### config.mk
export PLATFORM = sky130hd
export DESIGN_NAME = key_debouncer
export DESIGN_NICKNAME = d
export VERILOG_FILES = /design/src/rtl/key_debounce_pkg.sv /design/src/rtl/debounce_channel.sv /design/src/rtl/key_debouncer.sv
export SDC_FILE = /design/constraint.sdc
export NUM_CORES = 1
export LEC_CHECK = 0
export BUFFER_PORTS_ARGS = -buffer_cell sky130_fd_sc_hd__buf_2
export CAP_MARGIN = 10
export CELL_PAD_IN_SITES_DETAIL_PLACEMENT = 0
export CELL_PAD_IN_SITES_GLOBAL_PLACEMENT = 1
export CORE_UTILIZATION = 44
export DETAILED_ROUTE_END_ITERATION = 10
export PLACE_DENSITY_LB_ADDON = 0.1
export SLEW_MARGIN = 20
export SYNTH_ARGS = -nofsm -noshare
export SYNTH_HDL_FRONTEND = slang
export SYNTH_SLANG_ARGS = --single-unit
### constraint.sdc
create_clock -name clk -period 2.6 [get_ports clk]
set_input_delay 0.26 -clock clk [delete_from_list [all_inputs] [get_ports clk]]
set_output_delay 0.26 -clock clk [all_outputs]
set_load 0.03 [all_outputs]
### src/rtl/key_debounce_pkg.sv
// Shared types and helpers for the key debouncer.
// State encoding and counter sizing used by every channel.
package key_debounce_pkg;

    typedef enum logic [1:0] {
        IDLE,
        ARM_PRESS,
        PRESSED,
        ARM_RELEASE
    } deb_state_t;

    function automatic int cnt_width(input int cycles);
        return (cycles > 2) ? $clog2(cycles) : 1;
    endfunction

endpackage

### src/rtl/debounce_channel.sv
// One key channel: 2-FF synchroniser, debounce FSM and stability counter.
// Input is already normalised so that 1 means pushed.
module debounce_channel
    import key_debounce_pkg::*;
#(
    parameter int DEBOUNCE_CYCLES = 500000
) (
    input  logic clk,
    input  logic reset,
    input  logic key,
    output logic pressed,
    output logic busy
);

    localparam int CW = cnt_width(DEBOUNCE_CYCLES);
    localparam logic [CW-1:0] LAST = CW'(DEBOUNCE_CYCLES - 1);

    logic          sync1;
    logic          sync2;
    deb_state_t    state;
    deb_state_t    state_next;
    logic [CW-1:0] cnt;
    logic [CW-1:0] cnt_next;

    always_ff @(posedge clk or posedge reset) begin
        if (reset) begin
            sync1 <= 1'b0;
            sync2 <= 1'b0;
        end else begin
            sync1 <= key;
            sync2 <= sync1;
        end
    end

    always_ff @(posedge clk or posedge reset) begin
        if (reset) begin
            state <= IDLE;
            cnt   <= '0;
        end else begin
            state <= state_next;
            cnt   <= cnt_next;
        end
    end

    // Any opposite sample while arming drops back and restarts from scratch.
    always_comb begin
        state_next = state;
        cnt_next   = cnt;
        unique case (state)
            IDLE: begin
                if (sync2) begin
                    state_next = ARM_PRESS;
                    cnt_next   = '0;
                end
            end
            ARM_PRESS: begin
                if (!sync2) state_next = IDLE;
                else if (cnt == LAST) state_next = PRESSED;
                else cnt_next = cnt + 1'b1;
            end
            PRESSED: begin
                if (!sync2) begin
                    state_next = ARM_RELEASE;
                    cnt_next   = '0;
                end
            end
            ARM_RELEASE: begin
                if (sync2) state_next = PRESSED;
                else if (cnt == LAST) state_next = IDLE;
                else cnt_next = cnt + 1'b1;
            end
        endcase
    end

    assign pressed = (state == PRESSED) || (state == ARM_RELEASE);
    assign busy    = (state == ARM_PRESS) || (state == ARM_RELEASE);

endmodule

### src/rtl/key_debouncer.sv
// Debounces a bank of board push-buttons into clean per-key levels.
// Polarity is normalised here; each key gets its own channel.
module key_debouncer
    import key_debounce_pkg::*;
#(
    parameter int NUM_KEYS        = 4,
    parameter int DEBOUNCE_CYCLES = 500000,
    parameter bit ACTIVE_LOW      = 1'b1
) (
    input  logic                clk,
    input  logic                reset,
    input  logic [NUM_KEYS-1:0] key_raw,
    output logic [NUM_KEYS-1:0] pressed,
    output logic [NUM_KEYS-1:0] busy
);

    logic [NUM_KEYS-1:0] norm;

    assign norm = ACTIVE_LOW ? ~key_raw : key_raw;

    for (genvar i = 0; i < NUM_KEYS; i++) begin : g_ch
        debounce_channel #(
            .DEBOUNCE_CYCLES(DEBOUNCE_CYCLES)
        ) u_ch (
            .clk    (clk),
            .reset  (reset),
            .key    (norm[i]),
            .pressed(pressed[i]),
            .busy   (busy[i])
        );
    end

endmodule
==> results.cfg, run 1 <==
[sta]
drv_slew = 0
setup_ws_ps = 463.3
slew_headroom_pct = 45.64
fin_skew_ps = 8.599
period_needed_ps = 2137
fin_setup_tns_ps = 0
worstMarginPinSlew_ps = 815.4
finalHoldViolations = 0
hold-worst-slack_ps = 48.94
setup_viol = 0
rsz0062_at_grt = false
final.period_utilization_pct = 82.18
fmax_mhz = 468.0

[critical_path]
regToRegStartpoint = g_ch[3].u_ch.cnt[0]$_DFFE_PP0P_
path_class = register to register
cpPeakStageDelay_ps = 660
r2r_end = g_ch[3].u_ch.cnt[0]$_DFFE_PP0P_
critPathMaxFanout = 10
worstPathArrival_ps = 2320
cp-end-kind = register
cp-start-kind = register
crit_slowest_cell = a21oi_1
cp_top_family = compound AO/OA/AOI/OAI gates
rr_worst_depth = 6
rrSetupSlack_ps = 460
path_cells = ha_1 > and4_1 > nand2_1 > nor4_1 > a21oi_1 > mux2i_1
crit_start = g_ch[3].u_ch.cnt[0]$_DFFE_PP0P_
crit_end = g_ch[3].u_ch.cnt[0]$_DFFE_PP0P_
path_buf_inv = 0
cp.required_ps = 2790
path_depth = 6

[drt]
routed_wl_um = 11600
vias = 4262
drc = 0
avgRoutedWirePerCell_um = 16.04
drt_iter0_drc = 328
ant_nets = 0
drtPass1Iterations = 4
vias_per_cell = 5.895

[placement]
dp.cells = 708
dpl_cell_area_um2 = 5349
gp_congestion = 0.8136
dp_hpwl_um = 7685
pre_cts_slack_ps = 469.8
io_buffers = 13

[run]
cap_violations = 0

[min_path]
hold_path_class = primary input to register

[synthesis]
synth_cells = 575
synth_area_um2 = 5149
synth_edf_count = 0
ys_async_sr_fraction_pct = 100.0
syn_nets = 585
synth_top_area_share_pct = 44.71
synthFlopType = dfrtp_1
yosys_warnings = 0
ys_ff_latch = 92
ys_types = 64
yosysSeqAreaShare_pct = 44.71
synthTopCellsByArea = dfrtp_1 (45%), nand2_1 (4.6%), nand3_1 (4.4%)
yosysTopAreaCell = dfrtp_1
syn_avg_cell_area_um2 = 8.954

[clocking]
path_clk_slew_ps = 60
clock-root-buffer = clkbuf_16
cts_max_path_buffers = 2
numCtsBuffers = 9
cts.sinks = 92
clock_latency_ps = 350
htreeDepth = 3
cts_setup_buffers = 0
tritoncts = yes

[power]
leakage_nw = 2.393
power_density_nw_per_um2 = 540.1
power.total_mw = 3.042
peakVddDrop_uv = 368.7

[die]
core_area_um2 = 11420
dieArea_um2 = 12140
io_pins = 14
start_util_pct = 45.09
dieHeight_um = 110.2
placementRows = 39
fp.dieW_um = 110.2

[grt]
grtUsageTotal_pct = 20.93
grt_pass1_wl_um = 19720
overflow = 0
grt_max_degree = 60
antenna_found_initial = 0
grt_pass1_vias = 3948

[final_layout]
final_util_pct = 49.32
areaGrowthSynthToFinish_pct = 9.380
final_net_count = 587
stdcell_count = 723
most-common-layout-cells = dfrtp_1 (92), nand2_1 (63), nand3_1 (45)
drive_gt1_share_pct = 10.69
final_common_cell = dfrtp_1
fin_area_um2 = 5632
antenna_cells = 0

[outcome]
status = complete, no violations
[cell type report]
cell class	count	area, um^2
Clock inverter	3	40.04
Sequential cell	92	2302
Fill cell	1114	5787
Clock buffer	11	232.7
Tap cell	143	178.9
Timing Repair Buffer	29	200.2
Multi-Input combinational cell	421	2584
Inverter	24	93.84
[worst min-delay path by stage]
stage,slack (ps),start,depth (start not counted),endpoint
after floorplan,320,key_raw[0],1,g_ch[0].u_ch.sync1$_DFF_PP0_
after global placement,290,reset,2,g_ch[2].u_ch.cnt[15]$_DFFE_PP0P_
after detailed placement,290,reset,2,g_ch[2].u_ch.cnt[15]$_DFFE_PP0P_
after CTS,50,key_raw[3],2,g_ch[3].u_ch.sync1$_DFF_PP0_
after global routing,60,key_raw[0],2,g_ch[0].u_ch.sync1$_DFF_PP0_
final,50,key_raw[3],2,g_ch[3].u_ch.sync1$_DFF_PP0_
[sequential cells by signal (all words and copies together), names as in the netlist, named ones only]
name / flops
g_ch.u_ch.sync2: 4
g_ch.u_ch.sync1: 4
g_ch.u_ch.state: 4
g_ch.u_ch.cnt: 76
[power breakdown]
part / internal (mW) / switching, mW
registers: 1.48 / 0.0690
logic: 0.0777 / 0.137
clock network: 0.732 / 0.547
total: 2.29 / 0.753
[cell families (layout without fill, tap and decap cells)]
kind of cell             Yosys count  count (layout)  synth area share [%]
XOR/XNOR                          15              15                 2.552
AO/OA/AOI/OAI                    142             142                 17.45
buffers and inverters             62              67                 5.249
flip-flops                        92              92                 44.71
multiplexers                      15              15                 3.086
AND/OR/NAND/NOR                  245             245                 25.98
adder cells (fa/ha/maj)            4               4                0.9721
[layer usage]
layer	vias to the layer above	track usage [%]	share of wire, %
met5	-	0	0
met4	0	7.613	1.6
met3	11	2.822	2.4
met2	59	32.19	45
met1	2090	30.07	51
li1	2102	-	-
[cells in the mapped netlist (all sizes together) (3+ instances only)]
library cell   n
a31oi         15
nor4          11
or3           10
buf           13
and4          11
dfrtp         92
mux2           4
ha             4
a41oi          3
o31ai         13
o21ai         48
mux2i         11
nor3           9
a21o           6
and2           7
a22o           4
o31a           3
o311ai         6
a21oi         25
clkbuf        25
or4            5
xor2          10
o21a           3
xnor2          5
inv           24
nor4b          3
nand3         46
and3           9
nor4bb         3
nor2          43
nand2         64
nand4         15
o211ai         6
[timing repair]
item | CTS | global route
resized for setup | 0 | 0
hold buffers | 1 | 0
endpoints found under the setup margin | 0 | 0
endpoints found under the hold margin | 16 | 0
Power figures use the tool's default switching activity.
==> run 2: changes to the inputs <==
==> constraint.sdc (replaced) <==
create_clock -name clk -period 1.8 [get_ports clk]
set_input_delay 0.18 -clock clk [delete_from_list [all_inputs] [get_ports clk]]
set_output_delay 0.18 -clock clk [all_outputs]
set_load 0.03 [all_outputs]
==> run 2 against run 1 <==
Net effect: the flow now finishes with violations (negative setup slack); sequential power increased by 43%; hold slack better by 300 ps; cell count increased by 12%; non-clock buffer count up 86; sequential share of layout area down 6.1 points; final area grew 17%; wire length grew 11%.
==> results.cfg, run 2 (synthesis results as in run 1) <==
[power]
peakVddDrop_uv = 403.4
leakage_nw = 2.955
power_density_nw_per_um2 = 672.1
power.total_mw = 4.446

[drt]
routed_wl_um = 12890
drtPass1Iterations = 5
vias_per_cell = 5.696
avgRoutedWirePerCell_um = 15.92
vias = 4614
drt_iter0_drc = 208
drc = 0
ant_nets = 0

[placement]
dp_hpwl_um = 8785
gp_congestion = 0.8354
pre_cts_slack_ps = -113.5
io_buffers = 13

[final_layout]
most-common-layout-cells = dfrtp_1 (92), buf_4 (85), nand2_1 (61)
largest_register_ffs = 76
areaGrowthSynthToFinish_pct = 28.48
antenna_cells = 0
regMostFlops = g_ch.u_ch.cnt
multiInputGateArea_um2 = 2816
ff_latch_area_um2 = 2302
drive_gt1_share_pct = 26.69
fillers = 1027
final_common_cell = dfrtp_1
final_net_count = 673

[min_path]
worstHoldStart = g_ch[0].u_ch.sync1$_DFF_PP0_
hold_depth = 0
hold_path_class = register to register
min_to = g_ch[0].u_ch.sync2$_DFF_PP0_

[sta]
period_needed_ps = 1929
setup_viol = 17
rsz0062_at_grt = true
setup_ws_ps = -128.7
worstMarginPinSlew_ps = 593.7
slew_headroom_pct = 60.34
hold-worst-slack_ps = 348.7
final.period_utilization_pct = 107.2
finalHoldViolations = 0
drv_slew = 0
fmax_mhz = 518.5
fin_skew_ps = 5.584
fin_setup_tns_ps = -930.3

[grt]
grtUsageTotal_pct = 22.59
overflow = 0
grt_max_degree = 42
grt_pass1_wl_um = 21250
grt_pass1_vias = 4315
antenna_found_initial = 0

[run]
cap_violations = 0

[clocking]
clock_latency_ps = 350
path_clk_slew_ps = 60
numCtsBuffers = 9
clock-root-buffer = clkbuf_16
tritoncts = yes
cts_max_path_buffers = 2
cts.sinks = 92
htreeDepth = 3

[critical_path]
cp-start-kind = register
cp.required_ps = 2030
path_class = register to register
critPathMaxFanout = 2
regToRegStartpoint = g_ch[0].u_ch.cnt[7]$_DFFE_PP0P_
cp-end-kind = register
rr_worst_depth = 5
worstPathArrival_ps = 2160
rrSetupSlack_ps = -130

[outcome]
status = finished, violations left
failed_checks = negative setup slack

[die]
placementRows = 39
core_area_um2 = 11420
start_util_pct = 45.09
dieArea_um2 = 12140
fp.dieW_um = 110.2
dieHeight_um = 110.2
io_pins = 14
[run 2: cell count changes in the layout (fill, tap and decap cells not counted), moves of 4 or more]
cell,previous run,this run
o21ai_0,39,34
nor4_4,1,5
buf_4,14,85
buf_6,0,6
dlygate4sd3_1,1,5
[run 2: worst max path at each step]
stage                                                start  cells past startpoint  endpoint
after global placement     g_ch[0].u_ch.cnt[7]$_DFFE_PP0P_                      5  register
after CTS                 g_ch[0].u_ch.cnt[12]$_DFFE_PP0P_                      5  register
after floorplan            g_ch[0].u_ch.cnt[5]$_DFFE_PP0P_                      5  register
after detailed placement   g_ch[0].u_ch.cnt[7]$_DFFE_PP0P_                      5  register
final                      g_ch[0].u_ch.cnt[7]$_DFFE_PP0P_                      5  register
after global routing       g_ch[0].u_ch.cnt[7]$_DFFE_PP0P_                      5  register
[run 2: cell type report]
cell class	instances	area share, %
Multi-Input combinational cell	421	42.58
Sequential cell	92	34.80
Timing Repair Buffer	115	14.37
Clock buffer	13	3.934
Tap cell	143	2.705
Inverter	24	1.456
Clock inverter	2	0.1513
[run 2: timing repair]
action,4_1_cts,5_1_grt
hold buffers,5,0
cloned,0,3
endpoints found under the hold margin,25,0
gates resized for setup,5,47
buffers inserted,1,7
endpoints found under the setup margin,10,41
pin swaps,5,16
[run 2: layer usage]
metal | vias to the layer above | GRT usage [%] | share of wire (%) | wire length [um]
met5 | - | 0 | 0 | 0
met4 | 0 | 7.707 | 1.6 | 208
met3 | 19 | 3.292 | 2.9 | 368
met2 | 72 | 34.87 | 46 | 5902
met1 | 2250 | 32.40 | 50 | 6415
li1 | 2273 | - | - | -
[run 2: worst max-delay path, cell delays in order (launching register included)]
cell and delay, ps:
dfrtp_1 380, or4b_4 550, or3_4 420, nor2_4 100
nand2_2 60, mux2_4 290
[run 2: stage by stage]
| stage | utilization (%) | cell area (um^2) | cells |
|---|---|---|---|
| floorplan | - | 5162 | 575 |
| global placement | 51.93 | 5929 | 779 |
| detailed placement | 51.93 | 5929 | 779 |
| CTS | 55.13 | 6295 | 800 |
| global route | 57.93 | 6615 | 810 |
| finish | 57.93 | 6615 | 810 |
[run 2: power breakdown]
group	switching, mW	internal, mW	leakage, nW	total (mW)
combinational	0.256	0.193	1.57	0.449
sequential	0.0743	2.14	1.25	2.21
clock	0.786	1.00	0.135	1.79
